===== config.mk =====
export PLATFORM = sky130hd
export DESIGN_NAME = fix_mult_share_ctrl_flat
export DESIGN_NICKNAME = d
export VERILOG_FILES = /design/src/rtl/fix_mult_share_ctrl_pkg.sv /design/src/rtl/fix_mult_share_ctrl_if.sv /design/src/rtl/fix_mult_share_ctrl_arb.sv /design/src/rtl/fix_mult_share_ctrl.sv /design/src/flat_wrapper.sv
export SDC_FILE = /design/constraint.sdc
export NUM_CORES = 1
export LEC_CHECK = 0
export CAP_MARGIN = 20
export CORE_ASPECT_RATIO = 0.75
export CORE_MARGIN = 5
export CORE_UTILIZATION = 30
export DETAILED_ROUTE_END_ITERATION = 16
export GPL_TIMING_DRIVEN = 0
export SYNTH_ARGS = -nofsm -noshare
export SYNTH_HDL_FRONTEND = slang
export SYNTH_SLANG_ARGS = --single-unit

===== constraint.sdc =====
create_clock -name clk -period 7.8 [get_ports clk]
set_input_delay 0.78 -clock clk [delete_from_list [all_inputs] [get_ports clk]]
set_output_delay 0.78 -clock clk [all_outputs]
set_load 0.01 [all_outputs]

===== src/rtl/fix_mult_share_ctrl_pkg.sv =====
// Shared types, default geometry and the fixed product rescale rule
// for the time-shared fixed-point multiplier.
package fix_mult_pkg;

  localparam int N_REQ_D     = 4;
  localparam int FIX_BW_0_D  = 9;
  localparam int PNT_POS_0_D = 7;
  localparam int FIX_BW_1_D  = 9;
  localparam int PNT_POS_1_D = 7;
  localparam int MUL_LAT_D   = 2;

  localparam int MDPNT  = 2*PNT_POS_0_D - 1;
  localparam int INT_BW = FIX_BW_1_D - PNT_POS_1_D;

  // Stage entry layout for the default geometry.
  typedef struct packed {
    logic                          valid;
    logic [$clog2(N_REQ_D)-1:0]    id;
    logic [2*FIX_BW_0_D-1:0]       acc;
  } stage_t;

  // {acc[mdpnt+1 +: int_bw], acc[mdpnt -: pnt_pos_1]} is one contiguous field
  // starting at mdpnt+1-pnt_pos_1; truncate fraction, wrap integer part.
  function automatic logic [31:0] fix_rescale(input logic [63:0] acc,
                                              input int mdpnt,
                                              input int pnt_pos_1,
                                              input int fix_bw_1);
    logic [31:0] mask;
    mask = (fix_bw_1 >= 32) ? '1 : 32'((64'd1 << fix_bw_1) - 64'd1);
    return 32'(acc >> (mdpnt + 1 - pnt_pos_1)) & mask;
  endfunction

endpackage


===== src/rtl/fix_mult_share_ctrl_if.sv =====
// Requester and response bus of the shared multiplier; slave is the controller.
interface fix_mult_share_ctrl_if #(
  parameter int N_REQ    = 4,
  parameter int FIX_BW_0 = 9,
  parameter int FIX_BW_1 = 9
);
  localparam int ID_W = $clog2(N_REQ);

  logic [N_REQ-1:0]          req_valid;
  logic [N_REQ-1:0]          req_ready;
  logic [N_REQ*FIX_BW_0-1:0] req_a;
  logic [N_REQ*FIX_BW_0-1:0] req_b;
  logic                      resp_valid;
  logic                      resp_ready;
  logic [ID_W-1:0]           resp_id;
  logic [FIX_BW_1-1:0]       resp_data;
  logic                      idle;

  modport master (
    output req_valid, req_a, req_b, resp_ready,
    input  req_ready, resp_valid, resp_id, resp_data, idle
  );

  modport slave (
    input  req_valid, req_a, req_b, resp_ready,
    output req_ready, resp_valid, resp_id, resp_data, idle
  );
endinterface


===== src/rtl/fix_mult_share_ctrl_arb.sv =====
// Round-robin arbiter: grants the first request at or after the pointer,
// pointer moves past the winner only when a grant is issued.
module fix_rr_arbiter #(
  parameter int N = 4
) (
  input  logic         clk,
  input  logic         rst_n,
  input  logic [N-1:0] req,
  input  logic         advance,
  output logic [N-1:0] grant
);
  localparam int PW = $clog2(N);

  logic [PW-1:0] ptr;
  logic [PW-1:0] gidx;
  logic [N-1:0]  rot;
  logic [PW:0]   sum;
  logic          found;

  always_comb begin
    found = 1'b0;
    gidx  = '0;
    sum   = '0;
    // Rotate so bit 0 is the current pointer; first hit wins.
    rot   = N'({req, req} >> ptr);
    for (int k = 0; k < N; k++) begin
      if (!found && rot[k]) begin
        found = 1'b1;
        sum   = {1'b0, ptr} + (PW+1)'(k);
        gidx  = (sum >= (PW+1)'(N)) ? PW'(sum - (PW+1)'(N)) : PW'(sum);
      end
    end
    grant = (advance && found) ? (N'(1) << gidx) : '0;
  end

  always_ff @(posedge clk or negedge rst_n) begin
    if (!rst_n)      ptr <= '0;
    else if (|grant) ptr <= (gidx == PW'(N-1)) ? '0 : gidx + 1'b1;
  end

endmodule


===== src/rtl/fix_mult_share_ctrl.sv =====
// Time-shares one pipelined unsigned fixed-point multiplier among N_REQ
// requesters; tagged results leave in acceptance order under a global stall.
module fix_mult_share_ctrl
  import fix_mult_pkg::*;
#(
  parameter int N_REQ     = N_REQ_D,
  parameter int FIX_BW_0  = FIX_BW_0_D,
  parameter int PNT_POS_0 = PNT_POS_0_D,
  parameter int FIX_BW_1  = FIX_BW_1_D,
  parameter int PNT_POS_1 = PNT_POS_1_D,
  parameter int MUL_LAT   = MUL_LAT_D
) (
  input  logic                 clk,
  input  logic                 rst_n,
  fix_mult_share_ctrl_if.slave bus
);
  localparam int ID_W    = $clog2(N_REQ);
  localparam int ACC_W   = 2*FIX_BW_0;
  localparam int MDPNT_L = 2*PNT_POS_0 - 1;

  typedef struct packed {
    logic             valid;
    logic [ID_W-1:0]  id;
    logic [ACC_W-1:0] acc;
  } ent_t;

  logic                stall;
  logic [N_REQ-1:0]    grant;
  logic [ID_W-1:0]     gid;
  logic [FIX_BW_0-1:0] a_sel, b_sel;
  logic [ACC_W-1:0]    acc_in;
  logic [MUL_LAT-1:0]  vld_pipe;
  ent_t                stg [MUL_LAT];

  assign stall = stg[MUL_LAT-1].valid & ~bus.resp_ready;

  fix_rr_arbiter #(.N(N_REQ)) u_arb (
    .clk     (clk),
    .rst_n   (rst_n),
    .req     (bus.req_valid),
    .advance (~stall),
    .grant   (grant)
  );

  assign bus.req_ready = grant;

  // One-hot grant steers the operand pair and its tag.
  always_comb begin
    a_sel = '0;
    b_sel = '0;
    gid   = '0;
    for (int i = 0; i < N_REQ; i++) begin
      if (grant[i]) begin
        a_sel = bus.req_a[i*FIX_BW_0 +: FIX_BW_0];
        b_sel = bus.req_b[i*FIX_BW_0 +: FIX_BW_0];
        gid   = ID_W'(i);
      end
    end
  end

  assign acc_in = ACC_W'(a_sel) * ACC_W'(b_sel);

  // Whole pipe freezes when the head result is not taken.
  always_ff @(posedge clk or negedge rst_n) begin
    if (!rst_n) begin
      for (int i = 0; i < MUL_LAT; i++) stg[i] <= '0;
    end else if (!stall) begin
      stg[0] <= '{valid: |grant, id: gid, acc: acc_in};
      for (int i = 1; i < MUL_LAT; i++) stg[i] <= stg[i-1];
    end
  end

  for (genvar s = 0; s < MUL_LAT; s++) begin : g_vld
    assign vld_pipe[s] = stg[s].valid;
  end

  assign bus.idle       = ~|vld_pipe;
  assign bus.resp_valid = stg[MUL_LAT-1].valid;
  assign bus.resp_id    = stg[MUL_LAT-1].id;
  assign bus.resp_data  = FIX_BW_1'(fix_rescale(64'(stg[MUL_LAT-1].acc),
                                                MDPNT_L, PNT_POS_1, FIX_BW_1));

endmodule


===== src/flat_wrapper.sv =====
// flat-port wrapper written by rule: the top's interface ports become plain ports
module fix_mult_share_ctrl_flat import fix_mult_pkg::*;
#(
  parameter int N_REQ     = N_REQ_D,
  parameter int FIX_BW_0  = FIX_BW_0_D,
  parameter int PNT_POS_0 = PNT_POS_0_D,
  parameter int FIX_BW_1  = FIX_BW_1_D,
  parameter int PNT_POS_1 = PNT_POS_1_D,
  parameter int MUL_LAT   = MUL_LAT_D
)
  (clk, rst_n, bus_req_valid, bus_req_a, bus_req_b, bus_resp_ready, bus_req_ready, bus_resp_valid, bus_resp_id, bus_resp_data, bus_idle);
  fix_mult_share_ctrl_if #(.N_REQ(N_REQ), .FIX_BW_0(FIX_BW_0), .FIX_BW_1(FIX_BW_1)) bus_i ();
  input  logic clk;
  input  logic rst_n;
  input wire logic [$bits(bus_i.req_valid)-1:0] bus_req_valid;
  input wire logic [$bits(bus_i.req_a)-1:0] bus_req_a;
  input wire logic [$bits(bus_i.req_b)-1:0] bus_req_b;
  input wire logic [$bits(bus_i.resp_ready)-1:0] bus_resp_ready;
  output wire logic [$bits(bus_i.req_ready)-1:0] bus_req_ready;
  output wire logic [$bits(bus_i.resp_valid)-1:0] bus_resp_valid;
  output wire logic [$bits(bus_i.resp_id)-1:0] bus_resp_id;
  output wire logic [$bits(bus_i.resp_data)-1:0] bus_resp_data;
  output wire logic [$bits(bus_i.idle)-1:0] bus_idle;
  assign bus_i.req_valid = bus_req_valid;
  assign bus_i.req_a = bus_req_a;
  assign bus_i.req_b = bus_req_b;
  assign bus_i.resp_ready = bus_resp_ready;
  assign bus_req_ready = bus_i.req_ready;
  assign bus_resp_valid = bus_i.resp_valid;
  assign bus_resp_id = bus_i.resp_id;
  assign bus_resp_data = bus_i.resp_data;
  assign bus_idle = bus_i.idle;
  fix_mult_share_ctrl #(.N_REQ(N_REQ), .FIX_BW_0(FIX_BW_0), .PNT_POS_0(PNT_POS_0), .FIX_BW_1(FIX_BW_1), .PNT_POS_1(PNT_POS_1), .MUL_LAT(MUL_LAT)) u_core (.clk(clk), .rst_n(rst_n), .bus(bus_i));
endmodule

==> metrics.yaml <==
power_and_ir_drop:
  combPwrFrac_pct: 87.0
  leakagePower_nw: 2.52
  pwr-share-clk_pct: 4.0
  p_sw_share_pct: 51.9
  power_switching_w: 0.00145
  ir_drop_mv: 0.215
  seq_power_share_pct: 9.0
  powerDensity_nw_per_um2: 510
  p_int_w: 0.00134
outcome:
  status: "completed"
cts:
  clock_sinks: 26
  clkLatencyLatePin_ps: 260
  clkSlewWorstSetupHoldPaths_ps: 60
  cts_max_path_buffers: 2
  cts-buffers-inserted: 3
  cts_tree: "yes"
  cts-root-buf: "clkbuf_16"
  hold_buffers: 0
  htree_levels: 1
worst_setup_path:
  critPathArrivalTime_ps: 7520
  cp_data_required_time_ps: 7920
  path_buf_inv: 8
  end_kind: "register"
  crit_path_top_delay_cell: "fa_1"
  path_class: "in2reg"
  cp_max_fo: 10
  crit_path_max_incr_delay_ps: 560
  cp_top_family: "adder cells"
  crit_path_start_kind: "primary input"
  crit_top_cell: "inv_1"
yosys:
  synth_seq_cells: 26
  ys_types: 54
  yosysSeqAreaShare_pct: 15.9
  yosys_warnings: 0
  synthesis.nets: 642
  avgSynthCellArea_um2: 8.46
  async_flop_share_pct: 100
  yosysTopAreaCellShare_pct: 23.5
  synth_edf_count: 0
  syn_inst: 484
  syn_area_um2: 4090
  synth_top_flop_cell: "dfrtp_1"
  post-synth-top-area-cell: "fa_1"
  synthTopCellsByArea: "fa_1 (23%), dfrtp_1 (16%), ha_1 (9.5%)"
grt:
  use_met3_pct: 2.89
  grt_antenna_before_repair: 0
  grtUsageTotal_pct: 14.6
  grt_max_degree: 18
  grt_pass1_wl_um: 19500
  gr-usage-met2_pct: 23.7
  grt_pass1_vias: 3970
  busiest_layer: "met2"
  grtUsageMet1_pct: 20.9
  gr-total-overflow: 0
layout:
  drive_above_1_share_pct: 10.1
  synthToLayoutAreaGrowth_pct: 33.8
  insertedDiodeCount: 0
  num-fill-cells: 1392
  design_area_um2: 5480
  seqCellArea_um2: 651
  layout_common_cells: "clkdlybuf4s50_1 (95), nand2_1 (75), inv_1 (71), nor2_1 (56), fa_1 (48)"
  final_common_cell: "clkdlybuf4s50_1"
  final_net_count: 745
  multiInputGateArea_um2: 3110
timing:
  slew_headroom_pct: 46.3
  layout_setup_ws_ps: 405
  min_period_over_period_pct: 94.8
  fin_crit_ps: 7390
  slew_violations: 0
  worstMarginPinSlew_ps: 802
  fin_skew_ps: 1.97
  setup_viol: 0
  max_freq_ghz: 0.135
  final-hold-violation-count: 0
routing:
  firstDrtPassIters: 4
  wl_um: 11600
  via_per_inst: 4.92
  routedWlPerCell_um: 15.2
  ant_nets: 0
  routed-via-count: 3739
  drcViolationCount: 0
  drtIter0Drc: 125
floorplanning:
  die_x_um: 145
  io_pins: 96
  rows: 37
  die_area_um2: 16100
  design.core.area_um2: 13600
  initial_core_util_pct: 30.2
  die_h_um: 111
placement:
  portBuffers: 95
  place_area_um2: 5300
  pre_cts_ws_ps: -360
  hpwlAfterDp_um: 9970
  gp_congestion: 0.843
min_path:
  hp-class: "reg2reg"
flow_run:
  timing.max_cap.violations: 0
area by class of cell:
cell class	instances	area share, %
multi-input combinational	360	56.8
timing repair buffer	99	18.3
sequential	26	11.9
inverter	71	4.87
tap	175	4.00
buffer	26	2.83
clock buffer	3	1.37
final timing paths:
kind,end,cells after the start,slack [ps],startpoint
min in group asynchronous,u_core.u_arb.ptr[1],1,870,rst_n
min,u_core.bus.resp_id[0],2,470,u_core.bus.resp_id[0]
max in group asynchronous,u_core.bus.resp_data[2],2,6460,rst_n
min reg2reg,u_core.bus.resp_id[0],2,470,u_core.bus.resp_id[0]
max reg2reg,u_core.stg[36],24,990,u_core.bus.resp_valid
max,u_core.stg[36],27,410,bus_req_valid[0]
kinds of logic after synthesis:
kind of cell | share of synthesized area, %
muxes | 0.550
AOI/OAI and AO/OA | 16.5
DFF | 15.9
xor gates and xnor gates | 2.14
adders and majority gates | 32.9
buffers and inverters | 10.3
and+or+nand+nor | 21.7
cells in the mapped netlist (6+ instances only):
| cell type | count |
|---|---|
| o221a_2 | 7 |
| clkbuf_1 | 11 |
| ha_1 | 31 |
| dfrtp_1 | 26 |
| inv_1 | 71 |
| xnor2_1 | 7 |
| or2_2 | 7 |
| nor2_1 | 57 |
| o21ai_0 | 8 |
| nand2b_1 | 12 |
| o221ai_1 | 8 |
| a21oi_1 | 13 |
| a221o_1 | 8 |
| fa_1 | 48 |
| nor2b_1 | 6 |
| nand2_1 | 76 |
| buf_4 | 11 |
through the flow:
step / hold slack, ps / util (%) / power [W] / setup TNS [ps] / cells
after global placement: 457 / 38.8 / 0.00260 / -2160 / 754
final: 465 / 40.4 / 0.00279 / 0 / 760
after global routing: 500 / 40.4 / 0.00315 / -36.0 / 760
after floorplan: 440 / - / 0.00202 / 0 / 484
after detailed placement: 458 / 39.1 / 0.00266 / -1310 / 756
after CTS: 471 / 39.7 / 0.00280 / 0 / 759
state kept, by name, summed over array words and instances (netlist names):
register	flops
u_core.bus.resp_data	9
u_core.bus.resp_id	2
u_core.bus.resp_valid	1
u_core.stg	12
u_core.u_arb.ptr	2
tightest hold or removal path: cells and delay by family (launching register included):
kind             cells  cell delay, ps
DFF                  1             340
and+or+nand+nor      2             100
metal layers:
layer  wire [um]  share of wire [%]  vias to the layer above
li1            -                  -                     1803
met1        5250                 45                     1840
met2        5500                 48                       92
met3         772                6.7                        4
met4          34               0.29                        0
met5           0                  0                        -
power by group through the flow:
| stage | logic (W) | clock network [W] | registers (W) |
|---|---|---|---|
| floorplan | 0.00178 | 0 | 0.000244 |
| CTS | 0.00244 | 0.000112 | 0.000253 |
| global route | 0.00277 | 0.000119 | 0.000261 |
| finish | 0.00243 | 0.000111 | 0.000253 |
| global placement | 0.00235 | 0 | 0.000252 |
| detailed placement | 0.00240 | 0 | 0.000255 |
repair_timing:
item,in CTS,in global routing
endpoints found under the setup margin,2,7
pin swaps,0,1
gates resized for setup,3,16
buffers inserted,0,2
Note: power is estimated with default switching activity, not from simulation.
